<file path="src/rtl/tempo_clock_div.sv">
// Multi-channel programmable clock divider.
// Each channel makes a square divided clock and a one-cycle tick per period.
// A new period can be loaded at any time. It takes effect at the next period
// boundary, when the channel is disabled, or on a sync restart.

// One divider channel: counter, active/pending period, registered outputs.
module tempo_clock_div_ch #(
  parameter int                CNT_W          = 32,
  parameter logic [CNT_W-1:0]  DEFAULT_PERIOD = CNT_W'(75_000_000)
) (
  input  logic             clk,
  input  logic             rst,
  input  logic             en,
  input  logic             load,
  input  logic             sync_restart,
  input  logic [CNT_W-1:0] period_in,
  output logic             clk_out,
  output logic             tick,
  output logic [CNT_W-1:0] period_q
);
  localparam logic [CNT_W-1:0] ONE = CNT_W'(1);
  localparam logic [CNT_W-1:0] TWO = CNT_W'(2);

  logic [CNT_W-1:0] cnt;
  logic [CNT_W-1:0] pend;
  logic             pv;
  logic [CNT_W-1:0] load_val;
  logic [CNT_W-1:0] next_p;
  logic             wrap;
  logic             half_hit;

  // Periods below 2 cannot form a square wave, so they are raised to 2.
  assign load_val = (period_in < TWO) ? TWO : period_in;
  // Period used from the next boundary: same-cycle load beats pending beats current.
  assign next_p   = load ? load_val : (pv ? pend : period_q);
  // period_q >= 2 always, so neither subtraction can underflow.
  assign wrap     = (cnt == period_q - ONE);
  assign half_hit = (cnt == (period_q >> 1) - ONE);

  // Counter, period hand-over and registered clk_out/tick.
  always_ff @(posedge clk) begin
    if (!rst) begin
      cnt      <= '0;
      period_q <= DEFAULT_PERIOD;
      pend     <= DEFAULT_PERIOD;
      pv       <= 1'b0;
      clk_out  <= 1'b0;
      tick     <= 1'b0;
    end else if (sync_restart || !en) begin
      // Idle or realign: back to phase 0 and adopt any waiting period now.
      cnt      <= '0;
      clk_out  <= 1'b0;
      tick     <= 1'b0;
      period_q <= next_p;
      pv       <= 1'b0;
    end else if (wrap) begin
      cnt      <= '0;
      clk_out  <= 1'b0;
      tick     <= 1'b1;
      period_q <= next_p;
      pv       <= 1'b0;
    end else begin
      cnt  <= cnt + ONE;
      tick <= 1'b0;
      if (half_hit) clk_out <= 1'b1;
      if (load) begin
        pend <= load_val;
        pv   <= 1'b1;
      end
    end
  end
endmodule

// Top: NCH independent channels sharing reset and sync restart.
module tempo_clock_div #(
  parameter int          CNT_W          = 32,
  parameter int          NCH            = 2,
  parameter int unsigned DEFAULT_PERIOD = 75_000_000
) (
  input  logic                 clk,
  input  logic                 rst,
  input  logic [NCH-1:0]       en,
  input  logic [NCH-1:0]       load,
  input  logic [NCH*CNT_W-1:0] period_in,
  input  logic                 sync_restart,
  output logic [NCH-1:0]       clk_out,
  output logic [NCH-1:0]       tick,
  output logic [NCH*CNT_W-1:0] period_q
);
  for (genvar i = 0; i < NCH; i++) begin : g_ch
    tempo_clock_div_ch #(
      .CNT_W          (CNT_W),
      .DEFAULT_PERIOD (CNT_W'(DEFAULT_PERIOD))
    ) u_ch (
      .clk          (clk),
      .rst          (rst),
      .en           (en[i]),
      .load         (load[i]),
      .sync_restart (sync_restart),
      .period_in    (period_in[i*CNT_W +: CNT_W]),
      .clk_out      (clk_out[i]),
      .tick         (tick[i]),
      .period_q     (period_q[i*CNT_W +: CNT_W])
    );
  end
endmodule
</file>
<file path="config.mk">
export PLATFORM = sky130hd
export DESIGN_NAME = tempo_clock_div
export DESIGN_NICKNAME = d
export VERILOG_FILES = /design/src/rtl/tempo_clock_div.sv
export SDC_FILE = /design/constraint.sdc
export NUM_CORES = 1
export LEC_CHECK = 0
export CORE_ASPECT_RATIO = 1.5
export CORE_MARGIN = 4
export CORE_UTILIZATION = 55
export DETAILED_ROUTE_END_ITERATION = 16
export PLACE_DENSITY = 0.83
export SETUP_SLACK_MARGIN = 0.1
export SYNTH_ARGS = -nofsm -noshare
export SYNTH_HDL_FRONTEND = slang
export SYNTH_SLANG_ARGS = --single-unit
</file>
<file path="constraint.sdc">
create_clock -name clk -period 4.2 [get_ports clk]
set_input_delay 0.84 -clock clk [delete_from_list [all_inputs] [get_ports clk]]
set_output_delay 0.84 -clock clk [all_outputs]
set_load 0.005 [all_outputs]
</file>
# Word-level counts from Yosys, hierarchy flattened
# Cells that the tools add are included.
[word_totals]
inputBits = 71
regBits = 198
out_inout_bits = 68
wordCells = 53
[op_classes]
eq_ne = 4
reduce_logical = 12
muxes = 12
order_cmp = 2
add_sub_neg = 6
bitwise = 5
[ops]
columns = ["cell", "n"]
rows = [
  ["two-way mux 32 bit", 10],
  ["== test 32 bit", 4],
  ["adder 32 x 1 -> 32 bit (second input constant)", 2],
  ["< comparator 32 x 2 -> 1 bit (second input constant)", 2],
  ["subtractor 31 x 1 -> 32 bit (second input constant)", 2],
  ["subtractor 32 x 1 -> 32 bit (second input constant)", 2],
  ["AND reduction 3 bit", 2],
  ["OR reduction 3 bit", 2],
  ["inverter 1 bit", 5],
  ["nonzero test 2 bit", 2],
  ["OR reduction 2 bit", 2],
  ["zero test 1 bit", 2],
  ["logical OR 1 bit", 2],
  ["two-way mux 1 bit", 2],
]

# Logic depth before layout (Yosys ltp)
[depth]
ltp_word = 5
depth_mapped = 14
ltp_nobuf = 11

# Hierarchy
# Synthesis repeated with hierarchy kept, for this count alone.
[unflattened]
cells_unflattened = 1672
area_unflattened_um2 = 13387.8
[modules_own_cells]
columns = ["mod", "seq_area_each_um2", "cells_per_inst", "area_each_um2", "instances"]
rows = [
  ["tempo_clock_div_ch", 1981.9, 836, 6693.9, 2],
]

# Least setup slack after synthesis
# OpenSTA, ideal clock, no wires.
[synth_timing]
kind = "flip-flop to flip-flop"
startpoint = "reg g_ch[1].u_ch.period_q[2]"
endpoint = "reg g_ch[1].u_ch.period_q[11]"
path_buffers = 3
required_time_ps = 4070
setup_slack_ps = 960
path_stages_with_launch = 15
synth_period_minus_slack_ps = 3240
arrival_time_ps = 3110
setup_time_ps = 130
cell_sequence = "dfxtp_1 -> clkbuf_1 -> inv_1 -> ha_1 -> nor4b_1 -> xnor2_1 -> o2111ai_1 -> a2111o_1 -> nor4_1 -> nand4_1 -> o21a_1 -> buf_2 -> buf_6 -> a2111oi_2 -> o21ai_1"
[synth_between]
elab_chain_cells = 3
[synth_rtl]
columns = ["element", "line", "rtl"]
rows = [
  ["from (decl)", "19", "output logic [CNT_W-1:0] period_q"],
  ["from (signal assigned)", "54", "period_q <= next_p;"],
  ["from (signal assigned)", "60", "period_q <= next_p;"],
  ["subtractor 32 x 1 -> 32 bit", "37", "assign wrap = (cnt == period_q - ONE);"],
  ["== test 32 bit", "37", ""],
  ["nonzero test 2 bit (no source line)", "-", ""],
]
# No other way between the ends.
# A chain may end at the register's enable or synchronous reset.

# Final worst setup path
[layout_timing]
startpoint = "reg g_ch[1].u_ch.period_q[17]"
endpoint = "reg g_ch[1].u_ch.pv"
[layout_between]
elab_chain_cells = 3
[layout_rtl]
columns = ["element", "line", "rtl"]
rows = [
  ["subtractor 32 x 1 -> 32 bit", "37", ""],
  ["== test 32 bit", "37", ""],
  ["OR reduction 3 bit (no source line)", "-", ""],
  ["to (signal assigned)", "46", "pv <= 1'b0;"],
  ["to (signal assigned)", "55", "pv <= 1'b0;"],
  ["to (signal assigned)", "61", "pv <= 1'b0;"],
  ["to (decl)", "26", "logic pv;"],
]
# No other way between the ends.

==> impl_metrics.env <==
export IMPL_finalSetupViolations=0
export IMPL_dpl_instance_area_sq_mm=0.01440
export IMPL_wire_per_inst_um=21.39
export IMPL_rows=68
export IMPL_clk_path_buf_depth=2
export IMPL_wl_um=42680
export IMPL_drt_initial_drc_count=1064
export IMPL_yosys_warnings=0
export IMPL_area_growth_pct=17.47
export IMPL_cp_end_kind="register"
export IMPL_slowest_delay_ns=0.63
export IMPL_grt_pass1_vias=12260
export IMPL_synth_edf_count=0
export IMPL_crit_chain="or4_1 -> or3_1 -> nor4_1 -> a21boi_1 -> nor4_1 -> nand4_1 -> o21a_1 -> buf_4 -> nand2_1 -> buf_4 -> nor2_1"
export IMPL_worst_pin_slew_ns=1.205
export IMPL_syn_avg_cell_area_sq_um=7.836
export IMPL_power_density_mw_per_mm2=313.8
export IMPL_io_buffers=138
export IMPL_fmax_ghz=0.2602
export IMPL_gp_congestion=1.019
export IMPL_synth_area_leaders="dfxtp_1 31%, xnor2_1 10%, xor2_1 5.9%"
export IMPL_yosysMostFrequentCell="dfxtp_1"
export IMPL_initial_core_util_pct=55.77
export IMPL_slew_headroom_pct=19.69
export IMPL_postLayoutCellArea_sq_mm=0.01505
export IMPL_h_tree_depth=4
export IMPL_cts_buffers=17
export IMPL_layout_drive_gt1_share_pct=8.693
export IMPL_clk_pin_slew_ns=0.07
export IMPL_vias=12590
export IMPL_syn_area_sq_mm=0.01281
export IMPL_dieArea_sq_mm=0.02585
export IMPL_grt_pass1_wl_um=66500
export IMPL_status="finished, final reports clean"
export IMPL_core_area_sq_mm=0.02297
export IMPL_internal_power_mw=3.322
export IMPL_cts_root_buffer="clkbuf_16"
export IMPL_combPwrFrac_pct=19.2
export IMPL_syn_nets=1714
export IMPL_hold_viol=0
export IMPL_post_synth_top_area_fraction_pct=30.94
export IMPL_vias_per_cell=6.310
export IMPL_synthTopCellsByCount="198 x dfxtp_1, 181 x nor2_1, 148 x xnor2_1, 128 x nand2_1, 115 x clkbuf_1"
export IMPL_peakVddDrop_mv=0.3185
export IMPL_period_share_pct=91.52
export IMPL_fp_dieW_um=132.6
export IMPL_firstDrtPassIters=7
export IMPL_critPathKind="reg2reg"
export IMPL_regToRegStartpoint="g_ch[1].u_ch.period_q[17]$_SDFFE_PN0P_"
export IMPL_ys_ff_latch=198
export IMPL_cts_tree="yes"
export IMPL_critical_path_top_delay_family="simple AND/OR/NAND/NOR gates"
export IMPL_p_clk_share_pct=36.9
export IMPL_grt_usage_pct=32.04
export IMPL_async_flop_share_pct=0
export IMPL_layout_setup_ws_ns=0.3561
export IMPL_final_antenna_net_count=0
export IMPL_rsz0062_at_grt="yes"
export IMPL_grt_antenna_before_repair=1
export IMPL_required_ns=4.52
export IMPL_critPathBufInv=2
export IMPL_dpl_hpwl_um=32100
export IMPL_slew_violations=0
export IMPL_die_h_um=194.9
export IMPL_yosysSeqAreaShare_pct=30.94
export IMPL_pwr_share_seq_pct=43.9
export IMPL_synthFlopType="dfxtp_1"
export IMPL_arrival_ns=4.16
export IMPL_grt_max_degree=64
export IMPL_post_place_ws_ns=0.2505
export IMPL_slowest_stage="or4_1"
export IMPL_ys_types=76
export IMPL_min_period_ns=3.844
export IMPL_synthCells=1635
export IMPL_remaining_drc_errors=0
export IMPL_switching_share_pct=29.65
export IMPL_holdBufCountCts=0
export IMPL_switching_power_mw=1.400
export IMPL_crit_path_max_fanout=33
export IMPL_finalSetupTns_ns=0
export IMPL_clock_latency_ns=0.45
export IMPL_grt_ovfl_total=0
export IMPL_power_leakage_nw=5.232
export IMPL_layout_nets=1781
export IMPL_hold_start="g_ch[0].u_ch.pend[4]$_SDFFE_PN0P_"
export IMPL_skew_ns=0.009597
export IMPL_hold_class="reg2reg"
export IMPL_ios=139
export IMPL_worstSetupStartpoint="g_ch[1].u_ch.period_q[17]$_SDFFE_PN0P_"
export IMPL_yosys_area_top_type="dfxtp_1"
export IMPL_cap_violations=0
export IMPL_start_kind="register"
export IMPL_numClockSinks=198
-- power by group through the flow --
stage,clock (mW),combinational (mW),sequential (mW)
after CTS,1.76,0.892,2.07
after global placement,0,0.879,2.11
after global routing,1.84,0.971,2.08
after detailed placement,0,0.887,2.11
after floorplan,0,0.571,2.03
final,1.74,0.907,2.08
-- final cells by class --
type                            instances  area [sq um]
Multi-Input combinational cell       1238          8094
Fill cell                            1985          7921
Sequential cell                       198          3964
Timing Repair Buffer                  199          1852
Clock buffer                           19         442.9
Tap cell                              280         350.3
Inverter                               48         180.2
Clock inverter                         12         165.2
Antenna cell                            1         2.502
-- worst reg2reg max path: stages (launching register included) --
cell and delay (ns):
dfxtp_1 0.47, or4_1 0.63, or3_1 0.44, nor4_1 0.33
a21boi_1 0.12, nor4_1 0.41, nand4_1 0.28, o21a_1 0.26
buf_4 0.22, nand2_1 0.10, buf_4 0.35, nor2_1 0.09
-- path summary, 6_finish.rpt --
path              slack, ns                           endpoint  cells after the start
setup / recovery       0.36       g_ch[1].u_ch.pv$_SDFFE_PP0P_                     11
hold / removal         0.46  g_ch[0].u_ch.pend[4]$_SDFFE_PN0P_                      2
setup reg to reg       0.36       g_ch[1].u_ch.pv$_SDFFE_PP0P_                     11
hold reg to reg        0.46  g_ch[0].u_ch.pend[4]$_SDFFE_PN0P_                      2
-- metrics by stage --
| step | total power, mW | cells | hold WS [ns] | utilization, % |
|---|---|---|---|---|
| 6_report | 4.723 | 1995 | 0.4601 | 65.52 |
| 5_1_grt | 4.889 | 1995 | 0.4813 | 65.52 |
| 4_1_cts | 4.720 | 1993 | 0.4602 | 65.32 |
| 3_5_place_dp | 2.998 | 1962 | 0.4457 | 62.67 |
| 3_3_place_gp | 2.990 | 1962 | 0.4413 | 62.67 |
| 2_1_floorplan | 2.606 | 1635 | 0.4341 | - |
-- flip-flops by register name, summed over array words and instances (netlist names) --
signal	cells
g_ch.u_ch.period_q	64
g_ch.u_ch.cnt	64
g_ch.u_ch.clk_out	2
g_ch.u_ch.pv	2
g_ch.u_ch.pend	64
g_ch.u_ch.tick	2
-- repair_timing --
| item | 4_1_cts | 5_1_grt |
|---|---|---|
| setup buffers | 0 | 1 |
| setup endpoints to repair | 0 | 97 |
| resized for setup | 0 | 7 |
-- layer usage --
metal	GRT usage, %	part of all wire, %	vias to the layer above	wire length [um]
li1	-	-	5938	-
met1	35.89	38	6052	16010
met2	57.22	52	461	22060
met3	4.868	5.0	137	2132
met4	18.49	5.8	0	2472
met5	0	0	-	0
-- logic make-up after synthesis --
family / share of synthesized area [%]
flip-flops: 30.94
adder cells (fa/ha/maj): 0.7813
multiplexers: 3.437
AND/OR/NAND/NOR: 24.76
AO/OA/AOI/OAI: 17.70
buffers and inverters: 6.328
XOR/XNOR: 16.06
-- cell usage in the layout (no fill, tap or decap), types with 40 or more instances in the layout --
master / synthesis / layout
nor3_1: 40 / 40
mux2i_1: 44 / 44
o21ai_0: 48 / 48
xor2_1: 87 / 87
nand2_1: 128 / 128
nor4_1: 56 / 56
buf_4: 6 / 60
a21oi_1: 90 / 90
dfxtp_1: 198 / 198
xnor2_1: 148 / 148
nand3_1: 71 / 70
inv_1: 47 / 47
nor2_1: 181 / 181
clkdlybuf4s50_1: 0 / 135
No activity file was read; power rests on OpenSTA's default activity.
==> edit 1, RTL diff (config.mk and constraints unchanged) <==
`CNT_W` is set to 32 in 2 places; all go to 48.
--- a/src/rtl/tempo_clock_div.sv
+++ b/src/rtl/tempo_clock_div.sv
@@ -6,5 +6,5 @@
 // One divider channel: counter, active/pending period, registered outputs.
 module tempo_clock_div_ch #(
-  parameter int                CNT_W          = 32,
+  parameter int                CNT_W          = 48,
   parameter logic [CNT_W-1:0]  DEFAULT_PERIOD = CNT_W'(75_000_000)
 ) (
@@ -74,5 +74,5 @@
 // Top: NCH independent channels sharing reset and sync restart.
 module tempo_clock_div #(
-  parameter int          CNT_W          = 32,
+  parameter int          CNT_W          = 48,
   parameter int          NCH            = 2,
   parameter int unsigned DEFAULT_PERIOD = 75_000_000
Ports: changed (resized period_in and period_q); port bits go from 139 to 203. No check against the original RTL was run, so the function may have changed too.
==> edit 1 against the original RTL <==
- via count rose by 58%
- worst setup slack got worse by 170 ps
- sequential share of layout area fell by 1.5 points
- clock skew rose by 27 ps
- power rose by 56%
- sequential power rose by 44%
- design area rose by 57%
- first-iteration DRC count rose by 38%
- die area rose by 50%
- synthesized area rose by 52%
- wire length rose by 75%
- sequential cell count rose by 96
- largest power group unchanged
==> edit 1: results (changes against the original RTL) <==
* Reg-to-reg endpoint: g_ch[0].u_ch.cnt[38]$_SDFF_PP0_
* Leak at 0.00826 uW (+58%)
* CP max stage delay at 700 ps (+70 ps)
* Hpwl dp at 57300 um (+79%)
* Biggest regs: g_ch.u_ch.cnt: 96 flops, g_ch.u_ch.pend: 96 flops, g_ch.u_ch.period_q: 96 flops
* Share of cells above drive strength 1 at 10.7% (+2.0 points)
* Num CTS Buffers at 30 (+13)
* GRT Util Overall at 37.0% (+5.0 points)
* Largest net degree at the start of global routing at 89 (+39%)
* Filler cells at 2993 (+51%)
* Buffers on Ports at 202 (+46%)
* Hold path startpoint: g_ch[1].u_ch.clk_out$_SDFFE_PP0N_
* Compound-gate portion of the synthesized area at 13.0% (-4.7 points)
* Worst r2r path cells at 10 (-1)
* Post-synth cell types at 78 (+2.6%)
* DR vias/cell at 6.39 (+1.2%)
* Xor/xnor cell area share of the yosys netlist at 17.0% (+0.89 points)
* Int Pwr at 5170 uW (+55%)
* Top post-synthesis cells by count: dfxtp_1 (294), xnor2_1 (243), nor2_1 (214)
* Hold_ws at 449 ps (-11.6 ps)
* Mux cell area share after synthesis at 8.17% (+4.7 points)
* Iter 0 DRT Violations at 1465 (+38%)
* Setup Skew at 36.7 ps (+27.1 ps)
* Worst slew margin at 19.8% (+0.064 points)
* First-pass GRT wire length at 112000 um (+69%)
* Status: finished clean
* Clock buffer depth at 3 (+1)
* Sequential cell area fraction in the yosys report at 30.1% (-0.80 points)
* Clock latency on the worst-skew pair at 600 ps (+150 ps)
* Initial antenna violation count at 3 (+2)
[edit 1: metrics by stage]
| step | setup WS, ps | area (um2) | instances | setup TNS [ps] |
|---|---|---|---|---|
| floorplan | 365 | 19500 | 2447 | 0 |
| global placement | -101 | 22500 | 3044 | -4420 |
| detailed placement | -155 | 22500 | 3044 | -5580 |
| CTS | 114 | 23500 | 3100 | 0 |
| global route | 46.1 | 23700 | 3106 | 0 |
| finish | 186 | 23700 | 3106 | 0 |
[edit 1: tightest hold or removal path, stage by stage, from the launching register on]
cell,delay (ps)
dfxtp_1,310
inv_1,50
a21oi_1,50
[edit 1: layout make-up]
class                      count  area share (%)
clock buffer                  43            3.71
antenna                        3          0.0317
sequential                   294            24.9
inverter                      24           0.391
clock inverter                13           0.655
timing repair buffer         367            14.3
multi-input combinational   1889            53.5
tap                          473            2.50
[edit 1: metal layers]
layer	share of wire, %	GRT usage, %	vias to the layer above
met4	11	32.4	0
met1	34	37.3	9398
met3	6.4	6.47	388
met2	49	65.3	967
li1	-	-	9083
met5	0	0	-
[edit 1: logic make-up after synthesis]
| kind of cell | count (synthesis) |
|---|---|
| muxes | 157 |
| buffers and inverters | 264 |
| AOI/OAI and AO/OA | 374 |
| adders and majority gates | 8 |
| and+or+nand+nor | 972 |
| xor gates and xnor gates | 378 |
| DFF | 294 |
[edit 1: power by group through the flow]
stage	clock network, uW	logic (uW)	registers [uW]
after floorplan	0	869	3010
after global placement	0	1490	3050
after detailed placement	0	1510	3050
after CTS	2820	1520	2990
after global routing	2910	1660	3000
final	2780	1570	3000
[edit 1: timing repair]
action / in CTS / in global routing
cloned: 0 / 1
buffers inserted: 0 / 2
endpoints found under the setup margin: 146 / 206
gates resized for setup: 2 / 20
hold buffers: 0 / 0
pin swaps: 0 / 2
==> edit 2, RTL diff (same settings) <==
Without the edit above. Register the output `period_q`, without a reset; this adds one clock of latency there. The other outputs are not delayed to match.
--- a/src/rtl/tempo_clock_div.sv
+++ b/src/rtl/tempo_clock_div.sv
@@ -88,4 +88,6 @@
   output logic [NCH*CNT_W-1:0] period_q
 );
+
+  logic [NCH*CNT_W-1:0] period_q_d;
   for (genvar i = 0; i < NCH; i++) begin : g_ch
     tempo_clock_div_ch #(
@@ -101,6 +103,10 @@
       .clk_out      (clk_out[i]),
       .tick         (tick[i]),
-      .period_q     (period_q[i*CNT_W +: CNT_W])
+      .period_q     (period_q_d[i*CNT_W +: CNT_W])
     );
   end
+  always_ff @(posedge clk) begin
+      period_q <= period_q_d;
+  end
+
 endmodule
Function: changed (Yosys sat finds a counterexample within 4 cycles, from zero or initial values and one cycle with rst low).
==> edit 2 against the original RTL <==
- synthesized area is 13% higher
- wire length up 13%
- power increased by 26%
- sequential share of layout area is 4.5 points higher
- sequential cell count up 64
- cell count increased by 8.6%
- worst setup slack improved by 3.5 ps
- synthesized cell count up 7.1%
- die area is 13% higher
- design area is 13% higher
- hold slack lost 37 ps
==> edit 2: results (changes against the original RTL) <==
* Filler cells at 2171 (+9.4%)
* WL per Instance at 22.3 um (+4.2%)
* Status: finished clean
* Worst Tran Pin Value at 1090 ps (-111 ps)
* Routed wl met3 at 2690 um (+26%)
* Number of global-route vias before repair at 13.6k (+11%)
* Met1 Usage GRT at 33.2% (-2.7 points)
* H-tree depth reported by CTS at 1 (-3)
* Post-CTS Setup Inserts at 0 (unchanged)
* WHS Endpoint: period_q[1]$_DFF_P_
* CP max stage delay at 500 ps (-130 ps)
* Mux cell area share after synthesis at 4.63% (+1.2 points)
* Worst slack, placed at 192 ps (-59.0 ps)
* Largest cells by area after synthesis: dfxtp_1 (36%), xnor2_1 (7.7%), xor2_1 (5.4%)
* Hold_ws at 423 ps (-36.8 ps)
* Post-DP Area at 16200 um2 (+12%)
* Clock latency on the worst-skew pair at 560 ps (+110 ps)
* Reg2reg setup slack at 360 ps
* Num CTS Buffers at 26 (+9)
* Worst r2r src: g_ch[1].u_ch.period_q[1]$_SDFFE_PN0P_
* Iter 0 DRT Violations at 957 (-10%)
* Cells after Synth at 1751 (+7.1%)
* Worst r2r path cells at 12 (+1)
* Hold depth at 0 (-2)
* Drt pass-1 iters at 6 (-1)
* GRT Util Overall at 31.9% (-0.16 points)
* Worst vdd ir at 0.384 mV (+21%)
* Share of cells above drive strength 1 at 9.17% (+0.47 points)
* Synthesized-area fraction occupied by adder cells at 0.689% (-0.093 points)
* Critical path's slowest cell: or3_1
* Top post-synthesis cells by count: dfxtp_1 (262), nor2_1 (154), clkbuf_1 (133)
* Final nets at 1894 (+6.3%)
* Placed cell count at 2119 (+8.0%)
* DR vias/cell at 6.41 (+1.5%)
* Setup Skew at 17.9 ps (+8.27 ps)
* GPL Wtd Cong at 0.985 (-3.3%)
* Layout Utilization at 65.7% (+0.15 points)
* Met3 GRT Util at 4.04% (-0.83 points)
* Reg-to-reg endpoint: g_ch[1].u_ch.period_q[2]$_SDFFE_PN0P_
* Routed wl met2 at 24900 um (+13%)
* Hpwl dp at 36300 um (+13%)
* Largest net degree at the start of global routing at 105 (+64%)
* Hold path startpoint: g_ch[0].u_ch.period_q[1]$_SDFFE_PN0P_
* Sequential cell area fraction in the yosys report at 36.1% (+5.2 points)
* Arr. time, crit path at 4300 ps (+140 ps)
* GR Util met2 at 57.8% (+0.56 points)
* Compound-gate portion of the synthesized area at 15.5% (-2.1 points)
* Leak at 0.00615 uW (+18%)
* CP max FO at 31 (-6.1%)
* Clock buffer depth at 3 (+1)
* Antenna diodes at 0 (-1)
* Initial antenna violation count at 0 (-1)
* First-pass GRT wire length at 74900 um (+13%)
* M1 wire length at 16500 um (+3.3%)
* DRT Wirelength at 48300 um (+13%)
## edit 2: changes by cell type after synthesis, moves of 12 or more
cell / delta
clkbuf_1: +18
a311oi_1: -17
nor3_1: +27
a21oi_1: -25
o31ai_1: -23
mux2i_1: +21
xnor2_1: -20
dfxtp_1: +64
a31oi_1: +36
a2111oi_0: +12
nand3_1: +20
a211oi_1: +25
nor2_1: -27
nand2_1: -20
## edit 2: cells by family (layout without fill, tap and decap cells)
| family | after synthesis | after routing |
|---|---|---|
| adder cells (fa/ha/maj) | 8 | 8 |
| buffers and inverters | 225 | 307 |
| AND/OR/NAND/NOR | 648 | 648 |
| AO/OA/AOI/OAI | 322 | 322 |
| multiplexers | 67 | 67 |
| flip-flops | 262 | 262 |
| XOR/XNOR | 219 | 219 |
## edit 2: layout make-up
type | instances | area share (%)
clock inverters | 11 | 0.646
flip-flops and latches | 262 | 30.8
inverters | 54 | 1.19
repair buffers | 207 | 11.3
multi-input cells | 1264 | 49.4
clock buffers | 35 | 4.31
well taps | 333 | 2.45
## edit 2: power breakdown
| group | switching, uW | internal (uW) |
|---|---|---|
| logic | 482 | 419 |
| registers | 144 | 2600 |
| clock network | 1030 | 1290 |
| total | 1650 | 4310 |
## edit 2: worst max-delay path by stage
stage / endpoint / slack (ps) / depth (start not counted)
final: g_ch[1].u_ch.period_q[2]$_SDFFE_PN0P_ / 360 / 12
after global routing: g_ch[1].u_ch.period_q[3]$_SDFFE_PN0P_ / 100 / 12
after CTS: g_ch[1].u_ch.period_q[16]$_SDFFE_PN0P_ / 150 / 12
after detailed placement: g_ch[1].u_ch.period_q[16]$_SDFFE_PN0P_ / 190 / 12
after global placement: g_ch[1].u_ch.period_q[0]$_SDFFE_PN0P_ / 260 / 12
after floorplan: g_ch[1].u_ch.pend[11]$_SDFFE_PN1P_ / 750 / 12
